`config.mk`:
```
export PLATFORM = sky130hd
export DESIGN_NAME = dbg_cmd_sequencer
export DESIGN_NICKNAME = d
export VERILOG_FILES = /design/src/rtl/dbg_seq_pkg.sv /design/src/rtl/dbg_cmd_fifo.sv /design/src/rtl/dbg_cmd_sequencer.sv
export SDC_FILE = /design/constraint.sdc
export NUM_CORES = 1
export LEC_CHECK = 0
export CAP_MARGIN = 30
export CORE_MARGIN = 5
export CORE_UTILIZATION = 35
export DETAILED_ROUTE_END_ITERATION = 10
export MAX_ROUTING_LAYER = met4
export PLACE_DENSITY = 0.56
export SETUP_SLACK_MARGIN = 0.05
export SYNTH_ARGS = -nofsm -noshare
export SYNTH_HDL_FRONTEND = slang
export SYNTH_SLANG_ARGS = --single-unit
```
`constraint.sdc`:
```
create_clock -name CLK -period 1.99 [get_ports CLK]
set_input_delay 0.398 -clock CLK [delete_from_list [all_inputs] [get_ports CLK]]
set_output_delay 0.398 -clock CLK [all_outputs]
set_load 0.005 [all_outputs]
```
`src/rtl/dbg_seq_pkg.sv`:
```
// Shared types and default constants for the debug command sequencer.
package dbg_seq_pkg;

  typedef enum logic [2:0] {
    ST_RST_WAIT,
    ST_IDLE,
    ST_ISSUE,
    ST_WAIT_RUN,
    ST_WAIT_DONE,
    ST_GAP,
    ST_HALT
  } state_e;

  localparam int DEF_CMD_W       = 5;
  localparam int DEF_DEPTH       = 8;
  localparam int DEF_SYNC_STAGES = 4;
  localparam int DEF_PULSE_CYC   = 16;
  localparam int DEF_GAP_CYC     = 8;
  localparam int DEF_TIMEOUT_CYC = 65535;
  localparam int DEF_CNT_W       = 8;
  localparam bit DEF_HALT_ON_ERR = 1'b1;

  // The start bit sits directly above the command code.
  localparam int DEF_START_BIT = DEF_CMD_W;
  function automatic int start_idx(input int cmd_w);
    return cmd_w;
  endfunction

endpackage

```
`src/rtl/dbg_cmd_fifo.sv`:
```
// Command FIFO; extra pointer MSB distinguishes full from empty.
module dbg_cmd_fifo #(
  parameter int DEPTH = 8,
  parameter int W     = 5
) (
  input  logic         CLK,
  input  logic         NRST,
  input  logic         push,
  input  logic         pop,
  input  logic [W-1:0] wdata,
  output logic [W-1:0] rdata,
  output logic         full,
  output logic         empty
);
  localparam int AW = $clog2(DEPTH);

  logic [W-1:0] mem [DEPTH];
  logic [AW:0]  wr_q, rd_q;

  always_ff @(posedge CLK or negedge NRST) begin
    if (!NRST) begin
      wr_q <= '0;
      rd_q <= '0;
    end else begin
      if (push && !full) wr_q <= wr_q + (AW+1)'(1);
      if (pop && !empty) rd_q <= rd_q + (AW+1)'(1);
    end
  end

  always_ff @(posedge CLK) begin
    if (push && !full) mem[wr_q[AW-1:0]] <= wdata;
  end

  assign rdata = mem[rd_q[AW-1:0]];
  assign empty = (wr_q == rd_q);
  assign full  = (wr_q[AW] != rd_q[AW]) && (wr_q[AW-1:0] == rd_q[AW-1:0]);
endmodule

```
`src/rtl/dbg_cmd_sequencer.sv`:
```
// Pops queued debug commands, strobes them to the tester and tracks each
// command through run/done handshakes with timeouts and pass/fail tallies.
module dbg_cmd_sequencer
  import dbg_seq_pkg::*;
#(
  parameter int CMD_W       = DEF_CMD_W,
  parameter int DEPTH       = DEF_DEPTH,
  parameter int SYNC_STAGES = DEF_SYNC_STAGES,
  parameter int PULSE_CYC   = DEF_PULSE_CYC,
  parameter int GAP_CYC     = DEF_GAP_CYC,
  parameter int TIMEOUT_CYC = DEF_TIMEOUT_CYC,
  parameter int CNT_W       = DEF_CNT_W,
  parameter bit HALT_ON_ERR = DEF_HALT_ON_ERR
) (
  input  logic             CLK,
  input  logic             NRST,
  input  logic             ENABLE,
  input  logic             CLR,
  input  logic             CMD_VALID,
  output logic             CMD_READY,
  input  logic [CMD_W-1:0] CMD_DATA,
  input  logic             DBGRUNNING,
  input  logic             DBGERROR,
  output logic             PORESETN,
  output logic [CMD_W:0]   DBGCMD,
  output logic             BUSY,
  output logic             DONE,
  output logic             ERR,
  output logic             TIMEOUT,
  output logic [CNT_W-1:0] PASS_CNT,
  output logic [CNT_W-1:0] FAIL_CNT
);
  localparam int CW = $clog2(TIMEOUT_CYC + 1);
  localparam int SB = start_idx(CMD_W);
  localparam logic [CW-1:0] PULSE_LAST = CW'(PULSE_CYC - 1);
  localparam logic [CW-1:0] GAP_LAST   = CW'(GAP_CYC - 1);
  localparam logic [CW-1:0] TO_LAST    = CW'(TIMEOUT_CYC - 1);

  logic [SYNC_STAGES-1:0] sync_q;
  state_e                 state_q, state_d;
  logic [CW-1:0]          wcnt_q;
  logic [CMD_W-1:0]       code_q, head;
  logic                   push, pop, full, empty;
  logic                   fin, bad, tmo;

  always_ff @(posedge CLK or negedge NRST) begin
    if (!NRST) sync_q <= '0;
    else       sync_q <= {sync_q[SYNC_STAGES-2:0], 1'b1};
  end
  assign PORESETN = sync_q[SYNC_STAGES-1];

  assign CMD_READY = PORESETN && !full;
  assign push      = CMD_VALID && CMD_READY;

  dbg_cmd_fifo #(.DEPTH(DEPTH), .W(CMD_W)) u_fifo (
    .CLK   (CLK),
    .NRST  (NRST),
    .push  (push),
    .pop   (pop),
    .wdata (CMD_DATA),
    .rdata (head),
    .full  (full),
    .empty (empty)
  );

  always_comb begin
    state_d = state_q;
    pop     = 1'b0;
    fin     = 1'b0;
    bad     = 1'b0;
    tmo     = 1'b0;
    case (state_q)
      ST_RST_WAIT: if (PORESETN) state_d = ST_IDLE;
      ST_IDLE: if (ENABLE && !empty) begin
        pop     = 1'b1;
        state_d = ST_ISSUE;
      end
      ST_ISSUE: if (wcnt_q == PULSE_LAST) state_d = ST_WAIT_RUN;
      ST_WAIT_RUN: begin
        if (DBGRUNNING) state_d = ST_WAIT_DONE;
        else if (wcnt_q == TO_LAST) begin fin = 1'b1; bad = 1'b1; tmo = 1'b1; end
      end
      ST_WAIT_DONE: begin
        // Completion wins over a timeout landing on the same cycle.
        if (!DBGRUNNING) begin fin = 1'b1; bad = DBGERROR; end
        else if (wcnt_q == TO_LAST) begin fin = 1'b1; bad = 1'b1; tmo = 1'b1; end
      end
      ST_GAP:  if (wcnt_q == GAP_LAST) state_d = ST_IDLE;
      ST_HALT: if (CLR) state_d = ST_IDLE;
      default: state_d = ST_RST_WAIT;
    endcase
    if (fin) state_d = (bad && HALT_ON_ERR) ? ST_HALT : ST_GAP;
  end

  always_ff @(posedge CLK or negedge NRST) begin
    if (!NRST) begin
      state_q <= ST_RST_WAIT;
      wcnt_q  <= '0;
      code_q  <= '0;
    end else begin
      state_q <= state_d;
      wcnt_q  <= (state_d != state_q) ? '0 : wcnt_q + CW'(1);
      if (pop) code_q <= head;
    end
  end

  // CLR takes priority over a completion landing on the same edge.
  always_ff @(posedge CLK or negedge NRST) begin
    if (!NRST) begin
      DONE     <= 1'b0;
      ERR      <= 1'b0;
      TIMEOUT  <= 1'b0;
      PASS_CNT <= '0;
      FAIL_CNT <= '0;
    end else begin
      DONE <= fin;
      if (CLR) begin
        ERR      <= 1'b0;
        TIMEOUT  <= 1'b0;
        PASS_CNT <= '0;
        FAIL_CNT <= '0;
      end else if (fin) begin
        if (bad) begin
          ERR <= 1'b1;
          if (tmo) TIMEOUT <= 1'b1;
          if (FAIL_CNT != '1) FAIL_CNT <= FAIL_CNT + CNT_W'(1);
        end else if (PASS_CNT != '1) begin
          PASS_CNT <= PASS_CNT + CNT_W'(1);
        end
      end
    end
  end

  always_comb begin
    DBGCMD            = '0;
    DBGCMD[SB]        = (state_q == ST_ISSUE);
    DBGCMD[CMD_W-1:0] = (state_q == ST_ISSUE) ? code_q : '0;
  end

  assign BUSY = !(state_q inside {ST_RST_WAIT, ST_IDLE});
endmodule

```
==> results.cfg <==
[floorplanning]
num_rows = 41
core_area_um2 = 12470
die-area_um2 = 14910
die_height_um = 122.1
initial_utilization = 0.3528
dieWidth_um = 122.1
pin_count = 40

[grt]
grt_max_degree = 35
grt_pass1_vias = 3122
antenna_found_initial = 0
gr-total-overflow = 0
grt_use_total = 0.1382
grt_pass1_wl_mm = 15.81

[yosys]
synth_cell_types = 47
synth-seq-cells = 95
avgSynthCellArea_um2 = 12.18
synth.cell_area_um2 = 4398
ys_warn_count = 0
syn_nets = 379
yosysSeqAreaShare = 0.5861
synthFlopType = dfrtp_1
ys_async_sr_fraction = 0.5789
synth-edff-count = 40
postSynthCellCount = 361

[flow_run]
cap_viol_max_count = 0

[critical_path]
cpPeakStageDelay_ns = 0.42
reg2reg_to = wcnt_q[9]
cp_top_family = compound AO/OA/AOI/OAI gates
timing.rr.start = u_fifo.rd_q[2]
r2r_slack_ns = -0.04
start_kind = flop
worst_ep_required_time_ns = 2.25
cp.arrival_ns = 2.28
r2r.worst_path.cells = 8
endpoint_kind = flop
crit_top_cell = buf_4
crit_type = flop to flop
path_buf_inv = 3
path_cells = xor2_2 > buf_4 > o41ai_4 > buf_4 > a211o_2 > a41oi_4 > buf_12 > nor3_2
slowest_stage = dfrtp_1
worstPathMaxFanout = 8

[place]
dp_hpwl_mm = 6.397
port_buffers = 39
place_congestion = 0.8763
place_ws_ns = -0.3795

[final_layout]
drive_gt1_frac = 0.3750
mostFrequentLayoutCell = dfrtp_1
synthToLayoutAreaGrowth_pct = 42.36
final_cell_mix = dfrtp_1, buf_4, edfxtp_1
fin_nets = 485
diodes = 0
postLayoutCoreUtil = 0.5023

[pwr]
p_sw_mw = 2.661
power.density_nw_per_um2 = 1197
ir_drop_mv = 0.6738
clkPwrFrac = 0.228
pwr-share-comb = 0.439
p_leak_nw = 2.458
switching_share = 0.3550
power.internal_mw = 4.835
sequentialPowerShare = 0.333

[sta]
setup_viol = 17
finalWorstSetupSlack_ns = -0.03673
hold_viol = 0
skew_ns = 0.007382
grt_setup_unrepaired = true
period_share = 1.018
max_freq_mhz = 493.4
fin_crit_ns = 2.027
relSlewSlack = 0.6496
worstMarginPinSlew_ns = 0.5257
final_max_slew_viol_count = 0

[clocking]
cts_buffers = 9
cts_root_buffer = clkbuf_16
htreeDepth = 3
cts_tree = yes
numClockSinks = 95
ctsHoldBuffers = 0
clkLatencyLatePin_ns = 0.34
clockBufferDepth = 2
cts.clk_slew.worst_paths_ns = 0.07

[status]
violations = negative setup slack
status = complete, but fails checks

[drt]
drt.antenna.violating_nets = 0
firstDrtPassIters = 4
post_drt_wl_per_cell_um = 15.13
vias_per_cell = 4.888
num_vias = 3148
drc = 0
routed_wirelength_mm = 9.745
drtIter0Drc = 175

[min_path]
hold_class = input port to asynchronous set/reset pin
==> cells by family (layout without fill, tap and decap cells) <==
kind of cell / after synthesis / in the layout / share of synthesized area
xor+xnor: 35 / 35 / 0.06970
simple gates: 154 / 154 / 0.1841
compound gates: 34 / 35 / 0.05320
buf+inv: 19 / 129 / 0.02162
other cells: 1 / 1 / 0.0008527
fa+ha+maj: 6 / 6 / 0.01707
flops: 95 / 95 / 0.5861
mux: 17 / 17 / 0.06743
==> cell type report <==
type / count / area (um^2)
Clock inverter: 7 / 76.32
Clock buffer: 9 / 225.2
Multi-Input combinational cell: 248 / 2130
Sequential cell: 95 / 2580
Inverter: 4 / 15.01
Fill cell: 1088 / 6205
Tap cell: 172 / 215.2
Timing Repair Buffer: 109 / 1020
==> power groups by stage <==
stage / clock network, mW / registers (mW) / logic, mW
finish: 1.71 / 2.50 / 3.29
global route: 1.86 / 2.52 / 3.54
CTS: 1.77 / 2.46 / 2.58
detailed placement: 0 / 2.50 / 2.21
global placement: 0 / 2.50 / 2.16
floorplan: 0 / 2.48 / 1.37
==> registers in the layout (all words and copies together), names as in the netlist, 3 cells and up <==
signal / flops
FAIL_CNT: 8
PASS_CNT: 8
code_q: 5
state_q: 3
sync_q: 4
u_fifo.mem: 40
u_fifo.rd_q: 4
u_fifo.wr_q: 4
wcnt_q: 16
==> metal layers <==
metal,wire length (um),share of wire,track usage,vias to the layer above
li1,-,-,-,1531
met1,4177,0.43,0.1696,1557
met2,5159,0.53,0.2320,55
met3,355,0.036,0.03343,5
met4,53,0.0054,0.03289,0
met5,0,0,-,-
==> per-stage QoR <==
stage / cell area (um^2) / total power [mW] / setup TNS (ns) / hold WS [ns] / instances
global placement: 5346 / 4.660 / -11.14 / 0.3327 / 608
global route: 6261 / 7.927 / -2.433 / 0.06142 / 644
CTS: 5864 / 6.810 / -0.2843 / 0.03930 / 634
detailed placement: 5346 / 4.709 / -12.01 / 0.3347 / 608
floorplan: 4418 / 3.848 / 0 / 0.1024 / 361
finish: 6261 / 7.496 / -0.3056 / 0.02865 / 644
==> Yosys cell counts (3+ instances only) <==
master / instances / share of area
mux4_2: 10 / 0.051
edfxtp_1: 40 / 0.27
mux2i_1: 6 / 0.014
and3_1: 4 / 0.0057
and2_1: 7 / 0.010
nand2_1: 33 / 0.028
nand3_1: 12 / 0.014
or3_1: 3 / 0.0043
nor3b_1: 4 / 0.0068
and4_1: 4 / 0.0080
ha_1: 6 / 0.017
inv_1: 4 / 0.0034
nor4_1: 5 / 0.0071
xnor2_1: 12 / 0.024
buf_2: 10 / 0.011
nor3_1: 24 / 0.027
nor2_1: 34 / 0.029
nand4_1: 12 / 0.017
xor2_1: 23 / 0.046
a21oi_1: 16 / 0.018
clkbuf_1: 3 / 0.0026
o21ai_0: 8 / 0.0091
dfrtp_1: 55 / 0.31
==> worst max-delay path by stage <==
stage,slack (ns),startpoint,depth (start not counted),end
after floorplan,0.07,u_fifo.wr_q[1],6,u_fifo.mem[1][0]
after global placement,-0.36,DBGRUNNING,6,FAIL_CNT[7]
after detailed placement,-0.38,DBGRUNNING,6,wcnt_q[7]
after CTS,-0.08,state_q[0],7,PASS_CNT[7]
after global routing,-0.13,u_fifo.rd_q[2],10,wcnt_q[12]
final,-0.04,u_fifo.rd_q[2],8,wcnt_q[9]
==> timing repair <==
action	in CTS	in global routing
resized for setup	56	71
endpoints found under the setup margin	67	68
endpoints found under the hold margin	0	0
pin swaps	14	23
setup buffers	8	9
gates cloned	2	1
Note: power is estimated with default switching activity, not from simulation.
